$ cat config.mk
export PLATFORM = sky130hd
export DESIGN_NAME = ram_burst_reader
export DESIGN_NICKNAME = d
export VERILOG_FILES = /design/src/rtl/ram_burst_reader.sv
export SDC_FILE = /design/constraint.sdc
export NUM_CORES = 1
export LEC_CHECK = 0
export BUFFER_PORTS_ARGS = -buffer_cell sky130_fd_sc_hd__buf_4
export CORE_ASPECT_RATIO = 2
export CORE_MARGIN = 2
export CORE_UTILIZATION = 60
export CTS_CLUSTER_SIZE = 20
export DETAILED_ROUTE_END_ITERATION = 8
export PLACE_DENSITY = 0.85
export SKIP_CTS_REPAIR_TIMING = 1
export SYNTH_ARGS = -nofsm -noshare
export SYNTH_HDL_FRONTEND = slang
export SYNTH_SLANG_ARGS = --single-unit
$ cat constraint.sdc
create_clock -name read_clk -period 5.7 [get_ports read_clk]
set_input_delay 0.855 -clock read_clk [delete_from_list [all_inputs] [get_ports read_clk]]
set_output_delay 0.855 -clock read_clk [all_outputs]
set_load 0.005 [all_outputs]
$ cat src/rtl/ram_burst_reader.sv
// Burst read engine for the 64x8 synchronous-read RAM: turns (addr, len) requests into an in-order valid/ready word stream.
// Define RAM_BURST_READER_WRAP_EN to let bursts wrap from the top address back to 0.
module ram_burst_reader #(
  parameter int ADDR_W = 6,
  parameter int DATA_W = 8,
  parameter int LEN_W  = 7
) (
  input  logic              read_clk,
  input  logic              rst_n,
  input  logic              req_valid,
  output logic              req_ready,
  input  logic [ADDR_W-1:0] req_addr,
  input  logic [LEN_W-1:0]  req_len,
  output logic [ADDR_W-1:0] read_addr,
  input  logic [DATA_W-1:0] q,
  output logic              out_valid,
  input  logic              out_ready,
  output logic [DATA_W-1:0] out_data,
  output logic              out_last,
  output logic              busy,
  output logic              err,
  output logic [1:0]        state_dbg
);

  // Handshakes: a transfer happens on a read_clk edge where valid && ready are
  // both high; once valid is raised, it and its payload hold until that edge.

  typedef enum logic [1:0] {
    IDLE  = 2'd0,
    RUN   = 2'd1,
    DRAIN = 2'd2
  } state_t;

  localparam int SUM_W = ((ADDR_W > LEN_W) ? ADDR_W : LEN_W) + 1;
  localparam logic [SUM_W-1:0] DEPTH = SUM_W'(1 << ADDR_W);

  state_t              state, state_nxt;
  logic                init_done;
  logic [ADDR_W-1:0]   addr_q;
  logic [LEN_W-1:0]    remaining;
  logic                inflight, inflight_last;
  logic [DATA_W-1:0]   buf_data [2];
  logic                buf_last [2];
  logic                wr_ptr, rd_ptr;
  logic [1:0]          buf_count;

  logic                accept, req_bad, accept_ok;
  logic                pop, push, issue, last_issue, drain_done;
  logic [SUM_W-1:0]    span_end;
  logic [2:0]          credit_use;

  assign accept   = req_valid && req_ready;
  assign span_end = SUM_W'(req_addr) + SUM_W'(req_len);

`ifdef RAM_BURST_READER_WRAP_EN
  assign req_bad = (req_len == '0) || (SUM_W'(req_len) > DEPTH);
`else
  assign req_bad = (req_len == '0) || (SUM_W'(req_len) > DEPTH) || (span_end > DEPTH);
`endif

  assign accept_ok = accept && !req_bad;

  // read_addr is preloaded on acceptance, so an "issue" is the edge where the
  // RAM samples it; the word then lands in the buffer one edge later.
  assign pop        = out_valid && out_ready;
  assign push       = inflight;
  assign credit_use = {1'b0, buf_count} + {2'b00, inflight};
  assign issue      = (state == RUN) && (credit_use < (pop ? 3'd3 : 3'd2));
  assign last_issue = issue && (remaining == LEN_W'(1));
  assign drain_done = !inflight && ((buf_count == 2'd0) || (buf_count == 2'd1 && pop));

  always_ff @(posedge read_clk or negedge rst_n) begin
    if (!rst_n) state <= IDLE;
    else        state <= state_nxt;
  end

  always_comb begin
    state_nxt = state;
    case (state)
      IDLE:    if (accept_ok)  state_nxt = RUN;
      RUN:     if (last_issue) state_nxt = DRAIN;
      DRAIN:   if (drain_done) state_nxt = IDLE;
      default: state_nxt = IDLE;
    endcase
  end

  always_comb begin
    req_ready = (state == IDLE) && init_done;
    busy      = (state != IDLE);
    state_dbg = state;
  end

  always_ff @(posedge read_clk or negedge rst_n) begin
    if (!rst_n) begin
      init_done     <= 1'b0;
      err           <= 1'b0;
      read_addr     <= '0;
      addr_q        <= '0;
      remaining     <= '0;
      inflight      <= 1'b0;
      inflight_last <= 1'b0;
      buf_data[0]   <= '0;
      buf_data[1]   <= '0;
      buf_last[0]   <= 1'b0;
      buf_last[1]   <= 1'b0;
      wr_ptr        <= 1'b0;
      rd_ptr        <= 1'b0;
      buf_count     <= 2'd0;
    end else begin
      init_done     <= 1'b1;
      err           <= accept && req_bad;
      inflight      <= issue;
      inflight_last <= last_issue;
      if (accept_ok) begin
        read_addr <= req_addr;
        addr_q    <= req_addr + ADDR_W'(1);
        remaining <= req_len;
      end else if (issue) begin
        remaining <= remaining - LEN_W'(1);
        // Hold read_addr after the final issue so it never steps past the burst.
        if (!last_issue) begin
          read_addr <= addr_q;
          addr_q    <= addr_q + ADDR_W'(1);
        end
      end
      if (push) begin
        buf_data[wr_ptr] <= q;
        buf_last[wr_ptr] <= inflight_last;
        wr_ptr           <= ~wr_ptr;
      end
      if (pop) rd_ptr <= ~rd_ptr;
      case ({push, pop})
        2'b10:   buf_count <= buf_count + 2'd1;
        2'b01:   buf_count <= buf_count - 2'd1;
        default: buf_count <= buf_count;
      endcase
    end
  end

  always_comb begin
    out_valid = (buf_count != 2'd0);
    out_data  = buf_data[rd_ptr];
    out_last  = out_valid && buf_last[rd_ptr];
  end

endmodule

# Word level (Yosys, flattened, before mapping)
# Index checks and enable logic that the tools add are counted.
[totals]
output_inout_bits = 21
word_cells = 93
ff_bits = 47
[classes]
muxes = 26
order_cmp = 6
bitwise_logic = 4
add_sub_neg = 7
n_reduce_logical = 25
eq_ne = 10
[op_table]
columns = ["cell", "count"]
rows = [
  ["$mux 6", 6],
  ["$mux 8", 4],
  ["$bwmux 16", 1],
  ["$mux 7", 2],
  ["$add 6x1->6 const B", 2],
  ["$logic_and 1x1->1", 11],
  ["$add 6x7->8", 1],
  ["$demux 8 s1", 1],
  ["$gt 8x7->1 const B", 1],
  ["$ne 2x2->1 const B", 4],
  ["$reduce_bool 2->1", 4],
  ["$eq 7x1->1 const B", 1],
  ["$gt 7x7->1 const B", 1],
  ["$logic_not 7->1", 1],
  ["$sub 7x1->7 const B", 1],
  ["$eq 2x1->1 const B", 3],
  ["$mux 2", 3],
  ["$pmux 2 s3", 1],
  ["$mux 1", 5],
  ["$eq 2x2->1 const B", 2],
  ["$ge 2x2->1 const B", 2],
  ["$logic_not 2->1", 2],
  ["$not 1->2", 2],
  ["$pmux 2 s2", 1],
  ["other kinds (12)", 16],
]

# Logic depth before layout (Yosys ltp)
[depth]
depth_word = 9
depth_mapped = 17
mapped_depth_nobuf = 15

# Worst setup path before layout
# OpenSTA, ideal clock, no wires.
[synth_timing]
kind = "input-to-reg"
from = "input port req_addr[0]"
to = "register addr_q[4]"
setup_time_ns = 0.087
path_stages = 16
required_ns = 5.613
arrival_time_ns = 3.449
path_slack_ns = 2.165
path_cell_list = "ha_1 -> inv_1 -> fa_1 -> nor2b_1 -> o311ai_0 -> a21oi_1 -> xor2_1 -> a211oi_2 -> buf_6 -> buf_6 -> o21ai_0 -> ha_1 -> nand2_2 -> nor2_4 -> a22o_1 -> a211oi_2"
[synth_via]
elab_chain_cells = 7
word_cells_on_any_way = 10
[synth_lines]
columns = ["item", "line_no", "text"]
rows = [
  ["from (decl)", "12", "input logic [ADDR_W-1:0] req_addr,"],
  ["$add 6x7->8", "53", "assign span_end = SUM_W'(req_addr) + SUM_W'(req_len);"],
  ["$gt 8x7->1", "58", "assign req_bad = (req_len == '0) || (SUM_W'(req_len) > DEPTH) || (span_end > DEPTH);"],
  ["$logic_or 1x1->1", "58", ""],
  ["$logic_not 1->1", "61", "assign accept_ok = accept && !req_bad;"],
  ["$logic_and 1x1->1", "61", ""],
  ["$ne 2x2->1 (no source line) or $reduce_bool 2->1 (tied branches)", "-", ""],
  ["$reduce_and 2->1 (no source line)", "-", ""],
  ["to (signal assigned)", "116", "addr_q <= req_addr + ADDR_W'(1);"],
  ["to (signal assigned)", "123", "addr_q <= addr_q + ADDR_W'(1);"],
  ["to (decl)", "39", "logic [ADDR_W-1:0] addr_q;"],
]
# Several ways; a longest one is shown, not always the timed one.
# A chain may end at the register's enable or synchronous reset.

# Final worst setup path
[layout_timing]
from = "input port req_addr[1]"
to = "register addr_q[4]"
# The elaborated chain is that of the path after synthesis.

==> results.md <==
- Status: completed
- Total negative slack: 0 ns
- Area delta synth->final: 18.2%
- Vias in the first global route: 2076
- Worst R2R Start: state_dbg[1]$_DFFE_PN0P_
- H-tree levels: 2
- Minimum clock period: 4.01 ns
- Leading cell type by number of instances after synthesis: dfrtp_1
- Async set-reset flop share out of synthesis: 1.00
- Area occupied by multi-input gates: 1380 um2
- Synth top cells by count: 47 x dfrtp_1, 26 x mux2_2, 21 x nor2_1, 17 x nand2_1
- RD Place Congestion: 0.900
- Storage cell area: 1180 um2
- Clk pin slew, worst setup/hold paths: 0.09 ns
- Grt ovf: 0
- Die Area: 5010 um2
- Worst Hold Path EP: wr_ptr$_DFFE_PN0P_
- Row cnt: 34
- DRC viols: 0
- RSZ-0062 raised after global routing: false
- Yosys warning count: 0
- Post-synth cell types: 54
- Seq cells post-synth: 47
- R2r endpoint: addr_q[4]$_DFFE_PN0P_
- Global route hottest layer: met2
- Fmax: 250 MHz
- Std-Cell Core Area: 4300 um2
- Die height: 98.1 um
- Final antenna-violating net count: 0
- CTS buffer count: 5
- Worst Hold Launch: wr_ptr$_DFFE_PN0P_
- Starting density of the core: 0.619
- First-pass GRT wire length: 8.96 mm
- Fin Hold WS: 0.494 ns
- Met1 Usage GRT: 0.233
- Die Wd: 51.1 um
- Fraction of layout cells with a size suffix above 1: 0.320
- Clk buf depth: 2
- Worst Hold Depth: 1
- DR pass1 iterations: 4
- Mapped Avg Cell Area: 10.8 um2
- Critical path required time: 5.84 ns
- Most common flop cell mapped by yosys: dfrtp_1
- Startpoint Class: primary input
- # fillers: 333
- Cell area after synthesis: 2660 um2
- Final net count: 333
- WL final: 5.34 mm
- Total track usage: 0.235
- Post-Syn Instances: 246
- Post-synth EDFFs: 0
- Max-slew headroom: 0.367
- Top cells by area, synth: dfrtp_1 44%, mux2_2 11%, ha_1 6.6%
- Synth area leader: dfrtp_1
- Largest net degree at the start of global routing: 48
- Proportion of synthesized chip area in sequential cells: 0.443
- Crit Path Max Fanout: 27
- Count of final hold-check violations: 0
- Power Dens Cells: 518 nW/um2
- Top cell type's share of synthesized area: 0.443
- Post-DP HPWL: 4.12 mm
- DRT iter0 DRCs: 40
- Final setup vio count: 0
- Reg2reg path depth: 11
- Leak: 0.00144 uW
- Maximum VDD drop: 0.319 mV
- Clock skew: 0.00833 ns
- Final Cycle Share: 0.703
- Type of destination of the critical path: flop
- Top Ports: 46
- Tightest Pin Transition: 0.946 ns
- Met2 Usage GRT: 0.447
- Clk sink count: 47
- Wire length per cell after detailed routing: 15.4 um
- FF-to-FF setup slack: 2.80 ns
- Max Slew Vio Count: 0
- Clock Latency Late Sink: 0.30 ns
- Via Count: 2003
- Syn Nets: 286
- Met3 Track Usage GR: 0.0352
- Initial antenna violation count: 0
- Root Driver: clkbuf_8
- Critical Path AT: 4.14 ns
- Max-cap violations: 0
- Worst Hold Class: flop to flop
- CTS tree: done
- Port bufs: 45
- N_diodes: 0
- Vias/cell: 5.76
- Crit path kind: primary input to flop
[metrics by stage]
| step | utilization | cells | area (um2) | worst slack [ns] | power (uW) |
|---|---|---|---|---|---|
| floorplan | - | 246 | 2660 | 2.16 | 1130 |
| global placement | 0.704 | 340 | 3020 | 1.49 | 1360 |
| detailed placement | 0.704 | 340 | 3020 | 1.39 | 1390 |
| CTS | 0.731 | 348 | 3140 | 1.69 | 1650 |
| global route | 0.731 | 348 | 3140 | 1.46 | 1760 |
| finish | 0.731 | 348 | 3140 | 1.69 | 1630 |
[worst max-delay path: stages]
cell and delay [ns]:
buf_4 0.13, ha_1 0.30, a211oi_2 0.33, o21bai_1 0.12
a211oi_1 0.27, o2111ai_1 0.21, a211oi_4 0.85, nand2_1 0.23
o21ai_0 0.14, ha_1 0.27, nand2_2 0.11, nor2_4 0.13
a22o_1 0.16, a211oi_2 0.05
[cell type report]
cell class	instances	share of cell area
multi-input cells	180	0.440
flip-flops and latches	47	0.374
repair buffers	46	0.110
clock buffers	6	0.0263
well taps	54	0.0215
inverters	13	0.0171
clock inverters	2	0.0112
[where the power goes]
group	internal (uW)	switching [uW]
Combinational	418	347
Sequential	490	121
Clock	142	109
Total	1050	577
[sequential cells by signal (all words and copies together), names as in the netlist]
name / count
init_done: 1
state_dbg: 2
wr_ptr: 1
buf_last: 2
remaining: 7
rd_ptr: 1
addr_q: 6
buf_count: 2
err: 1
read_addr: 6
inflight_last: 1
inflight: 1
buf_data: 16
[layer usage]
metal  vias to the layer above  part of all wire
li1                        952                 -
met1                       983              0.35
met2                        53              0.57
met3                        15             0.036
met4                         0             0.039
met5                         -                 0
[placed cells by master, fill, tap and decap left out, drive strengths merged, types with 3 or more instances in the layout]
cell	count
inv	12
ha	14
buf	46
nor2b	3
xnor2	9
mux2i	6
nand3	4
nand2	19
a21oi	10
dfrtp	47
xor2	7
a211oi	4
clkbuf	6
o21ai	19
nor3	3
mux2	26
nor2	22
a221o	3
o21bai	3
[cell families (layout without fill, tap and decap cells)]
group                      Yosys count  count (layout)  synth area share
and+or+nand+nor                     66              66             0.126
AOI/OAI and AO/OA                   50              50             0.130
DFF                                 47              47             0.443
muxes                               32              32             0.133
buffers and inverters               19              67            0.0405
xor gates and xnor gates            16              16            0.0527
adders and majority gates           15              15            0.0734
other                                1               1           0.00141
[how the worst max path moves through the flow]
| stage | startpoint | endpoint | slack, ns | cells past startpoint |
|---|---|---|---|---|
| 2_1_floorplan | req_addr[0] | addr_q[4]$_DFFE_PN0P_ | 2.16 | 16 |
| 3_3_place_gp | req_len[1] | addr_q[4]$_DFFE_PN0P_ | 1.49 | 14 |
| 3_5_place_dp | req_addr[1] | addr_q[4]$_DFFE_PN0P_ | 1.39 | 14 |
| 4_1_cts | req_addr[1] | addr_q[4]$_DFFE_PN0P_ | 1.69 | 14 |
| 5_1_grt | req_addr[1] | addr_q[4]$_DFFE_PN0P_ | 1.46 | 14 |
| 6_report | req_addr[1] | addr_q[4]$_DFFE_PN0P_ | 1.69 | 14 |
No activity file was read; power rests on OpenSTA's default activity.
